$ cat src/rtl/timer_controller.sv
// timer_controller: keypad M:SS preset capture and cook/pause/done sequencer for the min:sec countdown counter.
// Latency: state and buffer update at the edge after an input is sampled; outputs decode the state register (cnt_enable also gates door_closed).
// Backpressure: none; a key_valid strobe is accepted or dropped in its own cycle. Define TIMER_CTRL_BEEP_EN to build the timed beep in DONE.
module timer_controller #(
   parameter int TICK_DIV  = 100,
   parameter int BEEP_SECS = 3
) (
   input  logic       clk,
   input  logic       reset,
   input  logic       key_valid,
   input  logic [3:0] key_digit,
   input  logic       start,
   input  logic       stop_clear,
   input  logic       door_closed,
   input  logic       count_zero,
   output logic [3:0] preset_us,
   output logic [3:0] preset_ds,
   output logic [3:0] preset_m,
   output logic       cnt_load,
   output logic       cnt_enable,
   output logic       mag_on,
   output logic       beep,
   output logic [2:0] state
);

   localparam int            PW         = (TICK_DIV > 1) ? $clog2(TICK_DIV) : 1;
   localparam logic [PW-1:0] PRESC_LAST = PW'(TICK_DIV - 1);

   typedef enum logic [2:0] {
      IDLE  = 3'd0,
      SET   = 3'd1,
      LOAD  = 3'd2,
      COOK  = 3'd3,
      PAUSE = 3'd4,
      DONE  = 3'd5
   } state_t;

   state_t        cur_state;
   state_t        nxt_state;
   logic [3:0]    buf_m;
   logic [3:0]    buf_ds;
   logic [3:0]    buf_us;
   logic [PW-1:0] presc;
   logic          tick;
   logic          key_acc;
   logic          key_gives_zero;
   logic          buf_zero;
   logic          buf_clr;
   logic          buf_shift;
   logic          done_exit;

   // A key is only taken in IDLE/SET, must be BCD, and the digit moving into the tens slot must stay <= 5.
   assign key_acc        = key_valid && (key_digit <= 4'd9) && (buf_us <= 4'd5) &&
                           ((cur_state == IDLE) || (cur_state == SET));
   assign key_gives_zero = (buf_ds == 4'd0) && (buf_us == 4'd0) && (key_digit == 4'd0);
   assign buf_zero       = (buf_m == 4'd0) && (buf_ds == 4'd0) && (buf_us == 4'd0);

   // Tick fires on the last count of the cook prescaler.
   assign tick = (cur_state == COOK) && (presc == PRESC_LAST);

`ifdef TIMER_CTRL_BEEP_EN
   localparam int            SW        = (BEEP_SECS > 1) ? $clog2(BEEP_SECS) : 1;
   localparam logic [SW-1:0] SECS_LAST = SW'(BEEP_SECS - 1);

   logic [PW-1:0] beep_presc;
   logic [SW-1:0] beep_secs;

   assign done_exit = (cur_state == DONE) && (beep_presc == PRESC_LAST) && (beep_secs == SECS_LAST);
   assign beep      = (cur_state == DONE);

   // Beep timer: own prescaler plus seconds count, held at zero outside DONE.
   always_ff @(posedge clk or posedge reset) begin
      if (reset) begin
         beep_presc <= '0;
         beep_secs  <= '0;
      end else if (cur_state == DONE) begin
         if (beep_presc == PRESC_LAST) begin
            beep_presc <= '0;
            beep_secs  <= beep_secs + 1'b1;
         end else begin
            beep_presc <= beep_presc + 1'b1;
         end
      end else begin
         beep_presc <= '0;
         beep_secs  <= '0;
      end
   end
`else
   // Without the beep, DONE is a single-cycle pass-through back to IDLE.
   assign done_exit = (cur_state == DONE);
   assign beep      = 1'b0;
`endif

   // Next-state and buffer control; priority is stop_clear, then door, then start, then key.
   always_comb begin
      nxt_state = cur_state;
      buf_clr   = 1'b0;
      buf_shift = 1'b0;
      case (cur_state)
         IDLE: begin
            if (stop_clear) begin
               buf_clr = 1'b1;
            end else if (key_acc) begin
               buf_shift = 1'b1;
               if (!key_gives_zero) nxt_state = SET;
            end
         end
         SET: begin
            if (stop_clear) begin
               nxt_state = IDLE;
               buf_clr   = 1'b1;
            end else if (start && door_closed && !buf_zero) begin
               nxt_state = LOAD;
            end else if (key_acc) begin
               // Shifting zeros can empty the buffer again; an empty buffer is never startable.
               buf_shift = 1'b1;
               nxt_state = key_gives_zero ? IDLE : SET;
            end
         end
         LOAD: begin
            nxt_state = COOK;
         end
         COOK: begin
            if (stop_clear || !door_closed) nxt_state = PAUSE;
            else if (count_zero)            nxt_state = DONE;
         end
         PAUSE: begin
            if (stop_clear) begin
               nxt_state = IDLE;
               buf_clr   = 1'b1;
            end else if (start && door_closed) begin
               nxt_state = COOK;
            end
         end
         DONE: begin
            if (stop_clear || !door_closed || done_exit) begin
               nxt_state = IDLE;
               buf_clr   = 1'b1;
            end
         end
         default: begin
            nxt_state = IDLE;
            buf_clr   = 1'b1;
         end
      endcase
   end

   // State register.
   always_ff @(posedge clk or posedge reset) begin
      if (reset) cur_state <= IDLE;
      else       cur_state <= nxt_state;
   end

   // Preset buffer: shift-left digit entry, cleared on the stop/done paths.
   always_ff @(posedge clk or posedge reset) begin
      if (reset) begin
         buf_m  <= 4'd0;
         buf_ds <= 4'd0;
         buf_us <= 4'd0;
      end else if (buf_clr) begin
         buf_m  <= 4'd0;
         buf_ds <= 4'd0;
         buf_us <= 4'd0;
      end else if (buf_shift) begin
         buf_m  <= buf_ds;
         buf_ds <= buf_us;
         buf_us <= key_digit;
      end
   end

   // Cook prescaler: free-runs only in COOK so a resumed cook waits a full second.
   always_ff @(posedge clk or posedge reset) begin
      if (reset)                  presc <= '0;
      else if (cur_state == COOK) presc <= tick ? '0 : presc + 1'b1;
      else                        presc <= '0;
   end

   assign preset_m   = buf_m;
   assign preset_ds  = buf_ds;
   assign preset_us  = buf_us;
   assign cnt_load   = (cur_state == LOAD);
   assign cnt_enable = tick && door_closed;
   assign mag_on     = (cur_state == COOK);
   assign state      = cur_state;

endmodule

$ cat config.mk
export PLATFORM = sky130hd
export DESIGN_NAME = timer_controller
export DESIGN_NICKNAME = d
export VERILOG_FILES = /design/src/rtl/timer_controller.sv
export SDC_FILE = /design/constraint.sdc
export NUM_CORES = 1
export LEC_CHECK = 0
export ABC_CLOCK_PERIOD_IN_PS = 5100
export CAP_MARGIN = 25
export CORE_ASPECT_RATIO = 0.75
export CORE_MARGIN = 2
export CORE_UTILIZATION = 45
export DETAILED_ROUTE_END_ITERATION = 12
export MAX_ROUTING_LAYER = met4
export PLACE_DENSITY_LB_ADDON = 0.1
export SETUP_SLACK_MARGIN = 0.5
export SYNTH_ARGS = -nofsm -noshare
export SYNTH_HDL_FRONTEND = slang
export SYNTH_SLANG_ARGS = --single-unit
export TNS_END_PERCENT = 30
$ cat constraint.sdc
create_clock -name clk -period 5.1 [get_ports clk]
set_input_delay 1.02 -clock clk [delete_from_list [all_inputs] [get_ports clk]]
set_output_delay 1.02 -clock clk [all_outputs]
set_load 0.01 [all_outputs]
==> impl_metrics.toml, run 1 <==
[final_layout]
multi_input_area_sq_um = 578
final_cell_mix = "clkdlybuf4s50_1 (28), nor2_1 (22), dfrtp_1 (22)"
fillers = 227
mostFrequentLayoutCell = "clkdlybuf4s50_1"
finalNonFillerCells = 179
drive_gt1_frac = 0.0690
num_antenna_cells = 0
seqCellArea_sq_um = 551
syn2layout_area_growth_pct = 29.9
layout.nets = 158

[detailed_routing]
wl_microns = 2670
wire_per_inst_microns = 14.9
firstDrtPassIters = 4
vias = 1000
vias_per_cell = 5.59
drc_errors = 0
drt_iter0_markers = 72
ant_nets = 0

[timing]
min_period_ns = 3.42
final_max_slew_viol_count = 0
max_freq_ghz = 0.293
tightestPinTransition_ns = 0.824
relSlewSlack = 0.450
clock_skew_ns = 0.00248
finalHoldViolations = 0
rsz0062_at_grt = "false"
setup_tns_ns = 0
period_share = 0.670
setup_violations = 0

[critical_path]
cp.required_ns = 4.08
reg2reg_slack_ns = 3.03
endpoint_kind = "output port"
crit_start = "door_closed"
rr_worst_depth = 5
arrival_ns = 2.40
r2r_start = "preset_us[1]$_DFFE_PP0P_"
crit_end = "cnt_enable"
start_kind = "input pin"
crit_type = "input pin to output port"
reg2reg_to = "preset_m[0]$_DFFE_PP0P_"
worstPathMaxFanout = 6

[placement]
routabilityCongestion = 0.867
dp_cells = 175
io_buffers = 28
place.detailed.hpwl_microns = 1960

[floorplan]
core_area_sq_um = 2380
fp-row-count = 15
dieArea_sq_um = 3030
die_w_microns = 62.9
initial_core_util = 0.492
io_pins = 30
die_y_microns = 48.2

[cts]
postCtsSetupBuffers = 0
cts_tree = "yes"
cts_hold_buf = 0
cts_sinks = 22
cts_buffers = 3
clk_latency_ns = 0.30
root_buffer = "clkbuf_4"
clk_pin_slew_ns = 0.12
cts_max_level = 1
post_cts_resize_count = 0
clk_path_buf_depth = 2

[worst_hold_path]
hold_path_class = "register to register"
worstHoldPathCells = 1

[logic_synthesis]
synth_warnings = 0
synth_area_per_cell_sq_um = 10.0
ys_ff_latch = 22
synth_ff_type = "dfrtp_1"
yosysSeqAreaShare = 0.470
async_flop_share = 1.00
synth_fp_nets = 129
synth_cells = 117
yosysUniqueCellTypes = 37
synth_area_sq_um = 1170
synth_edf_count = 0

[grt]
grt_pass1_wl_microns = 4370
grt_use_total = 0.199
grt_max_degree = 23
gr-total-overflow = 0
antenna_found_initial = 0
grt_pass1_vias = 905

[power_and_ir_drop]
ir_drop_uv = 220
pwr_density_cell_nw_per_um2 = 281
p_leak_nw = 0.629

[run]
cap_violations = 0

[run_status]
status = "complete, no violations"
-- worst max-delay path, cell delays in order --
cell             delay, ns
clkdlybuf4s50_1       0.62
nand2_1               0.11
nor2_1                0.10
clkdlybuf4s50_1       0.54
-- cells in the mapped netlist, types with 2 or more instances --
library cell  instances  area (sq um)
nand2_1               7          26.3
o21ai_1               3          15.0
nand3_1               5          25.0
inv_1                 3          11.3
a21oi_1               3          15.0
nor2_1               22          82.6
buf_2                 2          10.0
o21ai_0               4          20.0
xnor2_1               3          26.3
dfrtp_1              22           551
mux2i_1              11           110
a32o_1                2          20.0
and3_1                2          12.5
nor4_1                2          12.5
nor4_2                2          25.0
and2_1                2          12.5
xor2_1                2          17.5
-- cell families after synthesis --
| group | synth area share |
|---|---|
| AOI/OAI and AO/OA | 0.118 |
| xor gates and xnor gates | 0.0374 |
| adders and majority gates | 0.0107 |
| buffers and inverters | 0.0374 |
| DFF | 0.470 |
| muxes | 0.0939 |
| other | 0.00320 |
| and+or+nand+nor | 0.229 |
-- routing by layer --
metal,track usage,vias up,part of all wire
met2,0.300,33,0.45
met4,0.0533,0,0.0045
met1,0.273,493,0.50
met5,-,-,0
li1,-,472,-
met3,0.0462,2,0.047
-- report_power, final --
group | internal, mW | switching, mW
logic | 0.0455 | 0.0504
clock network | 0.0794 | 0.0545
registers | 0.181 | 0.0161
-- per-stage QoR --
stage / power [mW] / setup WS, ns / hold WS, ns / cell area [sq um] / util
after floorplan: 0.256 / 2.80 / 0.425 / 1170 / -
after global placement: 0.292 / 1.69 / 0.450 / 1470 / 0.617
after detailed placement: 0.295 / 1.70 / 0.449 / 1470 / 0.617
after CTS: 0.431 / 1.69 / 0.469 / 1520 / 0.639
after global routing: 0.450 / 1.59 / 0.492 / 1520 / 0.639
final: 0.427 / 1.68 / 0.465 / 1520 / 0.639
-- worst min-delay path by stage --
stage | from | endpoint | slack [ns]
final | presc[0]$_DFF_PP0_ | presc[0]$_DFF_PP0_ | 0.46
after global routing | presc[0]$_DFF_PP0_ | presc[0]$_DFF_PP0_ | 0.49
after CTS | presc[0]$_DFF_PP0_ | presc[0]$_DFF_PP0_ | 0.47
after detailed placement | presc[0]$_DFF_PP0_ | presc[0]$_DFF_PP0_ | 0.45
after global placement | presc[0]$_DFF_PP0_ | presc[0]$_DFF_PP0_ | 0.45
after floorplan | presc[0]$_DFF_PP0_ | presc[0]$_DFF_PP0_ | 0.43
-- state kept, by name, summed over array words and instances (netlist names) --
signal	cells
preset_ds	4
preset_us	4
presc	7
preset_m	4
state	3
-- layout make-up --
cell class / count / share of cell area
clock buffers: 3 / 0.0148
repair buffers: 29 / 0.189
clock inverters: 1 / 0.0197
inverters: 3 / 0.00740
flip-flops and latches: 22 / 0.362
well taps: 34 / 0.0279
multi-input cells: 87 / 0.380
No activity file was read; power rests on OpenSTA's default activity.
==> run 2: changes to the inputs <==
ABC_CLOCK_PERIOD_IN_PS = 3500   (was 5100)
clock period = 3.5 ns   (was 5.1 ns; I/O delays follow)
==> run 2 against run 1 <==
  * Critical path depth grew 1
  * Cell area grew 0.16%
  * Routed wire length shrank 3.1%
  * Die area is the same
  * Worst hold slack is essentially flat
  * Combinational power grew 45%
  * Sequential power grew 46%
  * Clock skew grew 0.0012 ns
  * Worst setup slack lost 0.96 ns
  * Flip-flop and latch count is the same
  * Core utilization grew 0.10 points
  * Critical path type is now register to output port
  * Highest routed layer unchanged
==> impl_metrics.toml, run 2 (same netlist as run 1, synthesis figures left out) <==
[cts]
clk_pin_slew_ns = 0.13
clk_latency_ns = 0.31
root_buffer = "clkbuf_4"
cts_sinks = 22
cts_max_level = 1
cts_tree = "yes"
cts_buffers = 3
cts_hold_buf = 0
clk_path_buf_depth = 2
postCtsSetupBuffers = 0

[detailed_routing]
drt_iter0_markers = 109
vias_per_cell = 5.61
dr_wl_met3_microns = 175
vias = 1004
drc_errors = 0
drt-met1-wl_microns = 1300
wire_per_inst_microns = 14.4
wl_microns = 2580
wl_met2_microns = 1100
top_layer_used = "met4"
ant_nets = 0
firstDrtPassIters = 4

[critical_path]
critical_path_buf_inv_count = 1
critical_path.slowest_cell = "clkdlybuf4s50_1"
slowest_delay_ns = 0.54
crit_family = "simple AND/OR/NAND/NOR gates"
arrival_ns = 2.08
crit_type = "register to output port"
endpoint_kind = "output port"
path_cells = "nor2b_2, and2_1, nand2_1, nor2_1, clkdlybuf4s50_1"
reg2reg_slack_ns = 1.38
start_kind = "register"
worstPathMaxFanout = 10
cp.required_ns = 2.80

[timing]
clock_skew_ns = 0.00372
period_share = 0.795
rsz0062_at_grt = "false"
max_freq_ghz = 0.360
final_max_slew_viol_count = 0
postLayoutSetupSlackWorst_ns = 0.719
tightestPinTransition_ns = 0.828
setup_violations = 0
finalHoldViolations = 0
min_period_ns = 2.78
setup_tns_ns = 0
relSlewSlack = 0.447

[final_layout]
drive_gt1_frac = 0.0759
finalNonFillerCells = 179
num_antenna_cells = 0
final_cell_mix = "clkdlybuf4s50_1 (28), nor2_1 (22), dfrtp_1 (22)"
utilization = 0.640
fillers = 212
top_register = "presc"
syn2layout_area_growth_pct = 30.1
fin_area_sq_um = 1530
layout.nets = 158
largest_reg_flops = 7
mostFrequentLayoutCell = "clkdlybuf4s50_1"

[power_and_ir_drop]
ir_drop_uv = 298
pwr_density_cell_nw_per_um2 = 409
p_leak_nw = 0.629

[run_status]
status = "complete, no violations"

[floorplan]
dieArea_sq_um = 3030
fp-row-count = 15
die_y_microns = 48.2
die_w_microns = 62.9
initial_core_util = 0.492
io_pins = 30
core_area_sq_um = 2380

[placement]
dp_cells = 175
place.detailed.hpwl_microns = 1910
io_buffers = 28
dpl_worst_slack_ns = 0.733
routabilityCongestion = 0.886
dpl-instance-area_sq_um = 1470

[grt]
antenna_found_initial = 0
grt_pass1_vias = 869
grt_pass1_wl_microns = 4260
gr-total-overflow = 0
grt_use_total = 0.191
grt_max_degree = 23

[worst_hold_path]
hold_path_class = "register to register"

[run]
cap_violations = 0
[run 2: cell type report]
cell class,instances,area (sq um),share of cell area
flip-flops and latches,22,551,0.361
inverters,3,11.3,0.00738
well taps,34,42.5,0.0279
multi-input cells,87,581,0.381
repair buffers,29,288,0.189
clock buffers,3,22.5,0.0148
clock inverters,1,30.0,0.0197
[run 2: stage by stage]
| step | hold WS [ns] | power [mW] |
|---|---|---|
| floorplan | 0.425 | 0.373 |
| global placement | 0.450 | 0.426 |
| detailed placement | 0.453 | 0.430 |
| CTS | 0.473 | 0.627 |
| global route | 0.488 | 0.652 |
| finish | 0.465 | 0.625 |
[run 2: power by group]
part / internal (mW) / total, mW / switching (mW) / leakage, nW
registers: 0.264 / 0.288 / 0.0238 / 0.304
clock network: 0.116 / 0.197 / 0.0815 / 0.0279
logic: 0.0663 / 0.139 / 0.0728 / 0.297
total: 0.446 / 0.625 / 0.178 / 0.629
[run 2: worst reg2reg max path, cell delays in order, from the launching register on]
cell     delay, ns
dfrtp_1       0.45
nor4_2        0.47
nand3_2       0.20
a41oi_4       0.58
mux2i_1       0.27
nor2_1        0.06
[run 2: worst paths after layout]
path / from / endpoint / depth (start not counted)
setup / recovery: state[1]$_DFFE_PP0P_ / cnt_enable / 5
hold / removal: presc[0]$_DFF_PP0_ / presc[0]$_DFF_PP0_ / 1
setup reg to reg: preset_us[1]$_DFFE_PP0P_ / preset_ds[0]$_DFFE_PP0P_ / 5
hold reg to reg: presc[0]$_DFF_PP0_ / presc[0]$_DFF_PP0_ / 1
max in group asynchronous: reset / preset_us[1]$_DFFE_PP0P_ / 2
min in group asynchronous: reset / state[1]$_DFFE_PP0P_ / 2
[run 2: layer usage]
layer | vias up | track usage
met5 | - | -
met4 | 0 | 0.0400
met3 | 2 | 0.0508
met2 | 48 | 0.274
met1 | 482 | 0.271
li1 | 472 | -
[run 2: repair_timing]
item                       CTS  global route
setup endpoints to repair    0             1
resized for setup            0             1
hold endpoints to repair     0             0
==> run 3: changes to the inputs <==
ABC_CLOCK_PERIOD_IN_PS = 2300   (was 3500)
CORE_UTILIZATION = 43   (was 45)
clock period = 2.3 ns   (was 3.5 ns; I/O delays follow)
==> run 3 against run 2 <==
  * Via count is 5.3% higher
  * Global-route usage is 0.64 points higher
  * Clock power is 11% lower
  * Critical path depth up 2
  * Sequential power increased by 45%
  * Worst hold slack about the same
  * Core utilization increased by 1.3 points
  * Register-to-register slack got worse by 0.98 ns
  * Worst setup slack got worse by 0.32 ns
  * Non-clock buffer count is 16 higher
  * Critical endpoint is now preset_us[0]$_DFFE_PP0P_
  * Combinational power rose by 100%
==> impl_metrics.toml, run 3 (same netlist as run 1, synthesis figures left out) <==
[critical_path]
endpoint_kind = "register"
reg2reg_slack_ns = 0.40
start_kind = "register"
rr_worst_depth = 7
cp.required_ns = 2.50
arrival_ns = 2.10
crit_type = "register to register"
worstPathMaxFanout = 7

[grt]
grt_max_degree = 23
gr-total-overflow = 0
antenna_found_initial = 0
grt_use_total = 0.197
grt_pass1_wl_microns = 4700
grt_pass1_vias = 970

[timing]
setup_violations = 0
period_share = 0.825
final_max_slew_viol_count = 0
rsz0062_at_grt = "true"
finalHoldViolations = 0
max_freq_ghz = 0.527
timing.hold.ws_ns = 0.465
postLayoutSetupSlackWorst_ns = 0.402
clock_skew_ns = 0.0130
setup_tns_ns = 0
min_period_ns = 1.90

[final_layout]
utilization = 0.653
multi_input_area_sq_um = 629
largest_reg_flops = 7
syn2layout_area_growth_pct = 45.0
finalNonFillerCells = 196
top_register = "presc"
mostFrequentLayoutCell = "clkdlybuf4s50_1"
fin_area_sq_um = 1700
fillers = 222
num_antenna_cells = 0
drive_gt1_frac = 0.213
final_cell_mix = "clkdlybuf4s50_1 (24), nor2_1 (22), dfrtp_1 (21)"
seqCellArea_sq_um = 552
layout.nets = 174

[worst_hold_path]
hold_path_class = "register to register"
worstHoldPathCells = 1

[detailed_routing]
wl_microns = 3020
drt_iter0_markers = 115
wire_per_inst_microns = 15.4
ant_nets = 0
drc_errors = 0
firstDrtPassIters = 4
vias = 1057
vias_per_cell = 5.39

[placement]
io_buffers = 28
dp_cells = 184
routabilityCongestion = 0.928
dpl-instance-area_sq_um = 1560
dpl_worst_slack_ns = 0.182
place.detailed.hpwl_microns = 1910

[cts]
cts_max_level = 1
clk_path_buf_depth = 2
cts_sinks = 22
cts_buffers = 3
cts_tree = "yes"
clk_latency_ns = 0.31
clk_pin_slew_ns = 0.12
root_buffer = "clkbuf_4"
cts_hold_buf = 0

[power_and_ir_drop]
ir_drop_uv = 380
pwr_density_cell_nw_per_um2 = 515
p_leak_nw = 0.735
p_total_mw = 0.876

[floorplan]
initial_core_util = 0.450
dieArea_sq_um = 3160
die_w_microns = 64.3
fp-row-count = 16
die_y_microns = 49.2
io_pins = 30
core_area_sq_um = 2600

[run_status]
status = "complete, no violations"

[run]
cap_violations = 0
==> run 3: changes by cell type in the layout (fill, tap and decap cells not counted), sizes merged <==
cell and delta:
bufinv -1, buf +16, clkbuf +1, clkdlybuf4s15 +2, dlygate4sd2 +1, clkdlybuf4s50 -4
==> run 3: worst paths after layout <==
check,from,end
worst max register to register,state[2]$_DFFE_PP0P_,preset_us[0]$_DFFE_PP0P_
worst min register to register,presc[0]$_DFF_PP0_,presc[0]$_DFF_PP0_
min in group asynchronous,reset,presc[6]$_DFF_PP0_
worst max-delay path,state[2]$_DFFE_PP0P_,preset_us[0]$_DFFE_PP0P_
worst min-delay path,presc[0]$_DFF_PP0_,presc[0]$_DFF_PP0_
max in group asynchronous,reset,preset_us[2]$_DFFE_PP0P_
==> run 3: per-layer routing <==
layer	global-route usage	wire length [microns]	vias up	part of all wire
li1	-	-	501	-
met1	0.285	1400	503	0.46
met2	0.273	1420	45	0.47
met3	0.0531	163	8	0.054
met4	0.0532	40	0	0.013
met5	-	0	-	0
==> run 3: timing repair <==
item / 4_1_cts / 5_1_grt
resized for setup: 17 / 4
setup buffers: 4 / 4
endpoints found under the setup margin: 21 / 25
gates cloned: 0 / 1
pin swaps: 2 / 13
==> run 3: critical path, cell delays in order, from the launching register on <==
cell	delay [ns]
dfrtp_1	0.44
buf_6	0.15
nor4b_4	0.27
nand4_1	0.18
a41oi_4	0.29
clkbuf_16	0.21
mux2i_1	0.17
nor2_1	0.06
==> run 3: report_power, final <==
part	internal [mW]	switching [mW]	total (mW)
Combinational	0.137	0.146	0.283
Sequential	0.402	0.0154	0.418
Clock	0.0612	0.113	0.175
Total	0.601	0.275	0.876
==> run 3: area by class of cell <==
class	instances	share of cell area
inverters	3	0.00662
multi-input cells	87	0.370
well taps	36	0.0265
clock buffers	3	0.0132
flip-flops and latches	22	0.325
repair buffers	45	0.259
